`src/rtl/lcd_window_stat_if.sv`:
```
// Pixel-in / result-out bundle for the 3x3 window statistics block.
interface lcd_window_stat_if;
    logic [7:0]  pix_in;
    logic        pix_valid;
    logic        res_ready;
    logic        res_valid;
    logic [11:0] res_sum;
    logic [7:0]  res_max;
    logic [7:0]  res_min;
    logic [7:0]  res_avg;
    logic        err_partial;
    logic        overflow;
    logic [7:0]  win_cnt;

    // Driver side: pixel source and result consumer.
    modport master (
        output pix_in, pix_valid, res_ready,
        input  res_valid, res_sum, res_max, res_min, res_avg, err_partial, overflow, win_cnt
    );

    // Statistics block side.
    modport slave (
        input  pix_in, pix_valid, res_ready,
        output res_valid, res_sum, res_max, res_min, res_avg, err_partial, overflow, win_cnt
    );
endinterface

```
`src/rtl/lcd_window_stat.sv`:
```
// Collects 9-pixel bursts, computes sum/max/min/avg and queues results in a small FIFO.
module lcd_window_stat #(
    parameter int unsigned FIFO_DEPTH = 2
) (
    input logic              clk,
    input logic              reset,
    lcd_window_stat_if.slave bus
);
    localparam int unsigned PtrW = (FIFO_DEPTH > 1) ? $clog2(FIFO_DEPTH) : 1;
    localparam int unsigned CntW = $clog2(FIFO_DEPTH + 1);

    typedef enum logic [0:0] {StIdle, StCollect} state_e;

    typedef struct packed {
        logic [11:0] sum;
        logic [7:0]  max;
        logic [7:0]  min;
    } entry_t;

    state_e          state_q, state_d;
    logic [3:0]      idx_q, idx_d;
    logic [11:0]     sum_q, sum_d;
    logic [7:0]      max_q, max_d;
    logic [7:0]      min_q, min_d;
    logic            err_q, err_d;
    logic            ovf_q, ovf_d;
    logic [7:0]      win_cnt_q, win_cnt_d;
    entry_t          mem_q [FIFO_DEPTH];
    logic [PtrW-1:0] rd_ptr_q, rd_ptr_d;
    logic [PtrW-1:0] wr_ptr_q, wr_ptr_d;
    logic [CntW-1:0] count_q, count_d;

    logic   done;
    logic   pop;
    logic   push_ok;
    entry_t merged;
    entry_t head;

    function automatic logic [PtrW-1:0] ptr_inc(input logic [PtrW-1:0] p);
        return (p == PtrW'(FIFO_DEPTH - 1)) ? '0 : p + 1'b1;
    endfunction

    // Accumulators merged with the current sample; used both mid-window and at completion.
    always_comb begin
        merged.sum = sum_q + {4'd0, bus.pix_in};
        merged.max = (bus.pix_in > max_q) ? bus.pix_in : max_q;
        merged.min = (bus.pix_in < min_q) ? bus.pix_in : min_q;
    end

    // Window FSM next-state: capture, accumulate, complete or abort on a gap.
    always_comb begin
        state_d   = state_q;
        idx_d     = idx_q;
        sum_d     = sum_q;
        max_d     = max_q;
        min_d     = min_q;
        err_d     = 1'b0;
        win_cnt_d = win_cnt_q;
        done      = 1'b0;
        unique case (state_q)
            StIdle: begin
                if (bus.pix_valid) begin
                    sum_d   = {4'd0, bus.pix_in};
                    max_d   = bus.pix_in;
                    min_d   = bus.pix_in;
                    idx_d   = 4'd1;
                    state_d = StCollect;
                end
            end
            StCollect: begin
                if (!bus.pix_valid) begin
                    err_d   = 1'b1;
                    state_d = StIdle;
                    idx_d   = '0;
                    sum_d   = '0;
                    max_d   = '0;
                    min_d   = '0;
                end else if (idx_q == 4'd8) begin
                    done      = 1'b1;
                    win_cnt_d = win_cnt_q + 8'd1;
                    state_d   = StIdle;
                    idx_d     = '0;
                    sum_d     = '0;
                    max_d     = '0;
                    min_d     = '0;
                end else begin
                    sum_d = merged.sum;
                    max_d = merged.max;
                    min_d = merged.min;
                    idx_d = idx_q + 4'd1;
                end
            end
            default: state_d = StIdle;
        endcase
    end

    // FIFO control: a full FIFO still accepts a push when the head leaves on the same edge.
    always_comb begin
        pop      = (count_q != '0) && bus.res_ready;
        push_ok  = done && ((count_q < CntW'(FIFO_DEPTH)) || pop);
        ovf_d    = ovf_q | (done & ~push_ok);
        rd_ptr_d = pop ? ptr_inc(rd_ptr_q) : rd_ptr_q;
        wr_ptr_d = push_ok ? ptr_inc(wr_ptr_q) : wr_ptr_q;
        count_d  = count_q;
        if (push_ok && !pop) begin
            count_d = count_q + CntW'(1);
        end else if (!push_ok && pop) begin
            count_d = count_q - CntW'(1);
        end
    end

    // State, accumulator and FIFO registers.
    always_ff @(posedge clk or posedge reset) begin
        if (reset) begin
            state_q   <= StIdle;
            idx_q     <= '0;
            sum_q     <= '0;
            max_q     <= '0;
            min_q     <= '0;
            err_q     <= 1'b0;
            ovf_q     <= 1'b0;
            win_cnt_q <= '0;
            rd_ptr_q  <= '0;
            wr_ptr_q  <= '0;
            count_q   <= '0;
            for (int i = 0; i < FIFO_DEPTH; i++) begin
                mem_q[i] <= '0;
            end
        end else begin
            state_q   <= state_d;
            idx_q     <= idx_d;
            sum_q     <= sum_d;
            max_q     <= max_d;
            min_q     <= min_d;
            err_q     <= err_d;
            ovf_q     <= ovf_d;
            win_cnt_q <= win_cnt_d;
            rd_ptr_q  <= rd_ptr_d;
            wr_ptr_q  <= wr_ptr_d;
            count_q   <= count_d;
            if (push_ok) begin
                mem_q[wr_ptr_q] <= merged;
            end
        end
    end

    // Head outputs are forced to zero while the FIFO is empty.
    always_comb begin
        head            = mem_q[rd_ptr_q];
        bus.res_valid   = (count_q != '0);
        bus.res_sum     = bus.res_valid ? head.sum : '0;
        bus.res_max     = bus.res_valid ? head.max : '0;
        bus.res_min     = bus.res_valid ? head.min : '0;
        bus.res_avg     = bus.res_valid ? 8'(head.sum / 12'd9) : '0;
        bus.err_partial = err_q;
        bus.overflow    = ovf_q;
        bus.win_cnt     = win_cnt_q;
    end
endmodule

```
`src/flat_wrapper.sv`:
```
// flat-port wrapper written by rule: the top's interface ports become plain ports
module lcd_window_stat_flat 
#(
    parameter int unsigned FIFO_DEPTH = 2
)
  (clk, reset, bus_pix_in, bus_pix_valid, bus_res_ready, bus_res_valid, bus_res_sum, bus_res_max, bus_res_min, bus_res_avg, bus_err_partial, bus_overflow, bus_win_cnt);
  lcd_window_stat_if bus_i ();
  input logic clk;
  input logic reset;
  input wire logic [$bits(bus_i.pix_in)-1:0] bus_pix_in;
  input wire logic [$bits(bus_i.pix_valid)-1:0] bus_pix_valid;
  input wire logic [$bits(bus_i.res_ready)-1:0] bus_res_ready;
  output wire logic [$bits(bus_i.res_valid)-1:0] bus_res_valid;
  output wire logic [$bits(bus_i.res_sum)-1:0] bus_res_sum;
  output wire logic [$bits(bus_i.res_max)-1:0] bus_res_max;
  output wire logic [$bits(bus_i.res_min)-1:0] bus_res_min;
  output wire logic [$bits(bus_i.res_avg)-1:0] bus_res_avg;
  output wire logic [$bits(bus_i.err_partial)-1:0] bus_err_partial;
  output wire logic [$bits(bus_i.overflow)-1:0] bus_overflow;
  output wire logic [$bits(bus_i.win_cnt)-1:0] bus_win_cnt;
  assign bus_i.pix_in = bus_pix_in;
  assign bus_i.pix_valid = bus_pix_valid;
  assign bus_i.res_ready = bus_res_ready;
  assign bus_res_valid = bus_i.res_valid;
  assign bus_res_sum = bus_i.res_sum;
  assign bus_res_max = bus_i.res_max;
  assign bus_res_min = bus_i.res_min;
  assign bus_res_avg = bus_i.res_avg;
  assign bus_err_partial = bus_i.err_partial;
  assign bus_overflow = bus_i.overflow;
  assign bus_win_cnt = bus_i.win_cnt;
  lcd_window_stat #(.FIFO_DEPTH(FIFO_DEPTH)) u_core (.clk(clk), .reset(reset), .bus(bus_i));
endmodule
```
`config.mk`:
```
export PLATFORM = sky130hd
export DESIGN_NAME = lcd_window_stat_flat
export DESIGN_NICKNAME = d
export VERILOG_FILES = /design/src/rtl/lcd_window_stat_if.sv /design/src/rtl/lcd_window_stat.sv /design/src/flat_wrapper.sv
export SDC_FILE = /design/constraint.sdc
export NUM_CORES = 1
export LEC_CHECK = 0
export CAP_MARGIN = 20
export CORE_ASPECT_RATIO = 1.1
export CORE_MARGIN = 4
export CORE_UTILIZATION = 30
export DETAILED_ROUTE_END_ITERATION = 6
export SLEW_MARGIN = 20
export SYNTH_ARGS = -nofsm -noshare
export SYNTH_HDL_FRONTEND = slang
export SYNTH_SLANG_ARGS = --single-unit
```
`constraint.sdc`:
```
create_clock -name clk -period 8.05 [get_ports clk]
set_input_delay 0.805 -clock clk [delete_from_list [all_inputs] [get_ports clk]]
set_output_delay 0.805 -clock clk [all_outputs]
set_load 0.01 [all_outputs]
```
---- Word level (Yosys, flattened, before mapping) ----
Index checks and enable logic that the tools add are counted.
operators by class
  $add $sub $neg .......................... 7
  $mul .................................... 0
  div/mod/pow operators ................... 1
  $lt $le $gt $ge ......................... 6
  eq/ne operators ......................... 2
  shifts and indexed selects .............. 0
  muxes and demuxes ....................... 40
  bitwise gates (word level) .............. 6
  reduce and logical (&&, ||, !) cells .... 11
operators with widths
  operator                                         count
  2-to-1 mux 28 bit                                4
  2-to-1 mux 8 bit                                 10
  bitwise mux 56 bit                               1
  2-to-1 mux 12 bit                                4
  case mux 8 bit (2 select lines)                  2
  demux 28 bit (select 1 bit)                      1
  case mux 12 bit (2 select lines)                 1
  adder 12 x 8 -> 12 bit                           1
  divider 12 x 4 -> 12 bit, second input constant  1
  2-to-1 mux 4 bit                                 3
  2-to-1 mux 1 bit                                 10
  adder 8 x 1 -> 8 bit, second input constant      1
  greater-than comparator 8 bit                    1
  < comparator 8 bit                               1
  case mux 4 bit (2 select lines)                  1
  logical AND 1 bit                                5
  adder 4 x 1 -> 4 bit, second input constant      1
  equality test 4 bit, second input constant       1
  >= comparator 2 bit, second input constant       2
  2-to-1 mux 2 bit                                 2
  NOT 1 -> 2 bit                                   2
  nonzero test 2 bit                               2
  AND reduction 3 bit                              1
  adder 1 bit, second input constant               2
  11 further kinds                                 13
storage, ports and cells
  flip-flop bits (word level) ............. 103
  bits in latches ......................... 0
  RAM bits ................................ 0
  memory bits (read-only) ................. 0
  output and inout port bits .............. 47
  memories kept ........................... 0

---- Longest topological paths before layout ----
  word-level depth ........................ 9
  mapped depth ............................ 20
  depth with buffers taken out ............ 15

---- Least setup slack after synthesis ----
OpenSTA, ideal clock, no wires.
  path kind ............................... reg-to-output
  from .................................... register u_core.rd_ptr_q
  to ...................................... output port bus_res_avg[0]
  arrival ................................. 3.973 ns
  setup slack ............................. 3.272 ns
  cell stages (with the launch flop) ...... 16
  cell sequence ........................... dfrtp_1 buf_6 mux2_4 nor4_1 o41ai_4 a31oi_2 a31oi_1 a21bo_2 maj3_2 a21oi_2 nand2_1 o2bb2ai_1 ha_1 o31a_1 a311o_1 a31oi_1
on the way
  word-level cells in the longest chain between the ends .. 6
RTL lines
  element                                               RTL line                source
  from (decl)                                           lcd_window_stat.sv:29   logic [PtrW-1:0] rd_ptr_q, rd_ptr_d;
  from (signal assigned)                                lcd_window_stat.sv:138  rd_ptr_q <= rd_ptr_d;
  NOT 1 -> 2 bit (implied by the code)                  lcd_window_stat.sv:149  head = mem_q[rd_ptr_q];
  2-to-1 mux 28 bit (implied by the code) (3 in a row)  lcd_window_stat.sv:149
  divider 12 x 4 -> 12 bit                              lcd_window_stat.sv:154  bus.res_avg = bus.res_valid ? 8'(head.sum / 12'd9) : '0;
  2-to-1 mux 8 bit                                      lcd_window_stat.sv:154
  to (decl)                                             flat_wrapper.sv:17      output wire logic [$bits(bus_i.res_avg)-1:0] bus_res_avg;
No other way between the ends. The select of a mux whose other input is x is not followed.

---- Final worst setup path ----
Same ends and word-level chain as after synthesis.

==> metrics.txt <==
run status completed; Final TNS setup 0 ps; leading cell type in the layout, fill and taps excluded sky130_fd_sc_hd__dfrtp_1; Layout fillers 2236; signal arrival time at the worst endpoint 5940 ps; launch point of the critical path u_core.rd_ptr_q; clock skew after layout 7.69 ps; number of buffers created by CTS 9; GP Congestion 0.874; count of max-cap constraint violations 0; unrepaired setup endpoints after global routing false; power per cell area 180 nW/um^2; number of vias in the routed layout 5503; Synth Warn # 0; count of boundary I/O pins 59; count of hold-fix buffers inserted at cts 0; EDFF count, synth 0; synth-to-layout area growth 17.5%; class of the tightest hold or removal check reg2reg; predominant post-synthesis flop cell sky130_fd_sc_hd__dfrtp_1; FFs w/ async S/R, synth 100%; count of placed standard cells including taps 1059; CTS tree yes; CTS sink cnt 103; floorplan die width 150 microns; routed wire length 16300 microns; Crit Path Class reg2out; root buffer cell sky130_fd_sc_hd__clkbuf_16; DRC marker count from the first detailed-route iteration 328; IR drop worst, VDD 102 uV; critical path capture point type output port; final slew viol count 0; DIE AREA 24500 sq um; CTS max path bufs 2; number of nets in the finished design 822; number of nets produced by synthesis 785; DRC Markers 0; transition time at the pin with the least slew margin 1040 ps; top library cells by usage in the layout, fill and taps aside sky130_fd_sc_hd__dfrtp_1, sky130_fd_sc_hd__nand2_1, sky130_fd_sc_hd__o21ai_0; wire length of the first global-routing pass 27200 microns; shortest period the worst path allows 6740 ps; CP Launch Type register; post-CTS setup repair buffer count 0; area of placed instances 7440 sq um; DR pass1 iterations 5; Clk Latency, worst-skew pair 350 ps; distinct cell type count after synthesis 68; Design Area, Final 7780 sq um; start of the worst register-to-register path u_core.min_q[1]; Worst Hold Launch u_core.bus.overflow; mean instance size in the synthesized netlist 8.90 sq um; Post-Synthesis Cells 743; via count normalized by instance count 5.12; reported leakage power 3.42 nW; hold violation count in the final report 0; required time at the worst-slack endpoint 7240 ps; total global routing overflow 0; register bit count reported by yosys 103; worst slew slack as a fraction of its limit 30.3%; WL per Instance 15.2 microns; Core Footprint 21500 sq um; fraction of the yosys area taken by sequential cells 39.0%; Worst Path Max Fanout 29; Total GRT Usage 13.6%; non-filler instance count after layout 1075; CTS clk-pin slew, worst paths 70 ps; CTS resizes 0; FMAX 148 MHz; worst-case register-to-register setup slack 5150 ps; endpoints failing setup 0; number of antenna violations at the first check in global routing 0; largest net degree at the start of global routing 80; ANT cells 0; Max H-tree Level 3; port bufs 58; share of cells above drive strength 1 7.39%; die height 164 microns; HPWL after DPL 11500 microns; number of global-route vias before repair 5324; share of the cycle needed by the critical path after routing 83.7%; Detail Route Antenna Nets 0; initial cell density of the core 30.8%; FP Rows 56; post-synth design cell area 6620 sq um
-- worst paths after layout --
check                                       to  cells after the start
setup reg to reg               u_core.min_q[1]                     14
hold / removal             u_core.bus.overflow                      1
min in group asynchronous      u_core.min_q[3]                      2
hold reg to reg            u_core.bus.overflow                      1
setup / recovery                bus_res_avg[0]                     16
max in group asynchronous      u_core.rd_ptr_q                      3
-- critical path: stages (launching register included) --
cell and delay (ps):
sky130_fd_sc_hd__dfrtp_2 580, sky130_fd_sc_hd__buf_4 490, sky130_fd_sc_hd__mux2_4 430, sky130_fd_sc_hd__nor4_1 580
sky130_fd_sc_hd__o21ai_1 240, sky130_fd_sc_hd__a31oi_2 290, sky130_fd_sc_hd__or2_1 380, sky130_fd_sc_hd__o31ai_2 180
sky130_fd_sc_hd__a22o_1 210, sky130_fd_sc_hd__a21oi_2 290, sky130_fd_sc_hd__nand2_1 120, sky130_fd_sc_hd__o2bb2ai_1 190
sky130_fd_sc_hd__ha_1 220, sky130_fd_sc_hd__o31a_1 330, sky130_fd_sc_hd__a311o_1 320, sky130_fd_sc_hd__a31oi_1 160
sky130_fd_sc_hd__clkdlybuf4s50_1 560
-- power by group --
part	leakage [nW]	switching (mW)	internal, mW	total [mW]
combinational	1.87	0.195	0.133	0.328
clock	0.155	0.200	0.283	0.483
sequential	1.40	0.0396	0.545	0.585
total	3.42	0.435	0.962	1.40
-- flip-flops by register name (all words and copies together) (netlist names) --
signal / cells
u_core.bus.err_partial: 1
u_core.bus.overflow: 1
u_core.bus.win_cnt: 8
u_core.count_q: 2
u_core.idx_q: 4
u_core.max_q: 8
u_core.mem_q: 56
u_core.min_q: 8
u_core.rd_ptr_q: 1
u_core.state_q: 1
u_core.sum_q: 12
u_core.wr_ptr_q: 1
-- cells by family (layout without fill, tap and decap cells) --
logic type / after synthesis / count (layout) / share of synthesized area, %
AND/OR/NAND/NOR: 237 / 237 / 16.0
flip-flops: 103 / 103 / 39.0
AO/OA/AOI/OAI: 220 / 220 / 22.1
buffers and inverters: 74 / 116 / 4.90
multiplexers: 53 / 53 / 8.72
XOR/XNOR: 25 / 25 / 3.31
adder cells (fa/ha/maj): 31 / 31 / 5.96
-- metrics by stage --
step	power, mW	util, %	hold WS [ps]	setup slack (ps)
2_1_floorplan	0.843	-	445	3270
3_3_place_gp	0.923	34.6	461	1790
3_5_place_dp	0.927	34.6	450	1730
4_1_cts	1.41	36.1	480	1330
5_1_grt	1.47	36.2	506	848
6_report	1.40	36.2	467	1310
-- cells in the mapped netlist (4+ instances only) --
master	count	share of area, %
sky130_fd_sc_hd__a211oi_1	6	0.68
sky130_fd_sc_hd__a21o_1	5	0.57
sky130_fd_sc_hd__a21oi_1	36	2.7
sky130_fd_sc_hd__a22o_1	27	3.6
sky130_fd_sc_hd__and3_1	6	0.57
sky130_fd_sc_hd__buf_1	4	0.23
sky130_fd_sc_hd__buf_2	7	0.53
sky130_fd_sc_hd__buf_6	5	0.85
sky130_fd_sc_hd__clkbuf_1	25	1.4
sky130_fd_sc_hd__dfrtp_1	103	39
sky130_fd_sc_hd__ha_1	29	5.5
sky130_fd_sc_hd__inv_1	33	1.9
sky130_fd_sc_hd__mux2_2	13	2.2
sky130_fd_sc_hd__mux2i_1	35	5.3
sky130_fd_sc_hd__nand2_1	91	5.2
sky130_fd_sc_hd__nand2b_1	5	0.47
sky130_fd_sc_hd__nand3_1	22	1.7
sky130_fd_sc_hd__nand4_1	9	0.85
sky130_fd_sc_hd__nor2_1	71	4.0
sky130_fd_sc_hd__nor2b_1	6	0.57
sky130_fd_sc_hd__nor3_1	7	0.53
sky130_fd_sc_hd__nor4_1	7	0.66
sky130_fd_sc_hd__o211ai_1	4	0.45
sky130_fd_sc_hd__o21a_1	4	0.45
sky130_fd_sc_hd__o21ai_0	77	5.8
sky130_fd_sc_hd__o21ai_1	4	0.30
sky130_fd_sc_hd__o21bai_1	4	0.45
sky130_fd_sc_hd__o22ai_1	10	0.95
sky130_fd_sc_hd__o31a_1	5	0.66
sky130_fd_sc_hd__o31ai_1	4	0.45
sky130_fd_sc_hd__xnor2_1	18	2.4
sky130_fd_sc_hd__xor2_1	7	0.93
-- final cells by class --
type | instances | area (sq um) | share of cell area, %
tap | 290 | 363 | 4.67
multi-input combinational | 566 | 3730 | 47.9
clock buffer | 10 | 239 | 3.07
sequential | 103 | 2580 | 33.2
timing repair buffer | 67 | 652 | 8.38
inverter | 33 | 126 | 1.62
clock inverter | 6 | 92.6 | 1.19
-- routing by layer --
metal / track usage (%) / vias up / wire (microns)
li1: - / 2751 / -
met1: 19.5 / 2615 / 8100
met2: 21.0 / 114 / 7370
met3: 2.26 / 23 / 598
met4: 3.79 / 0 / 278
met5: 0 / - / 0
Power figures use the tool's default switching activity.
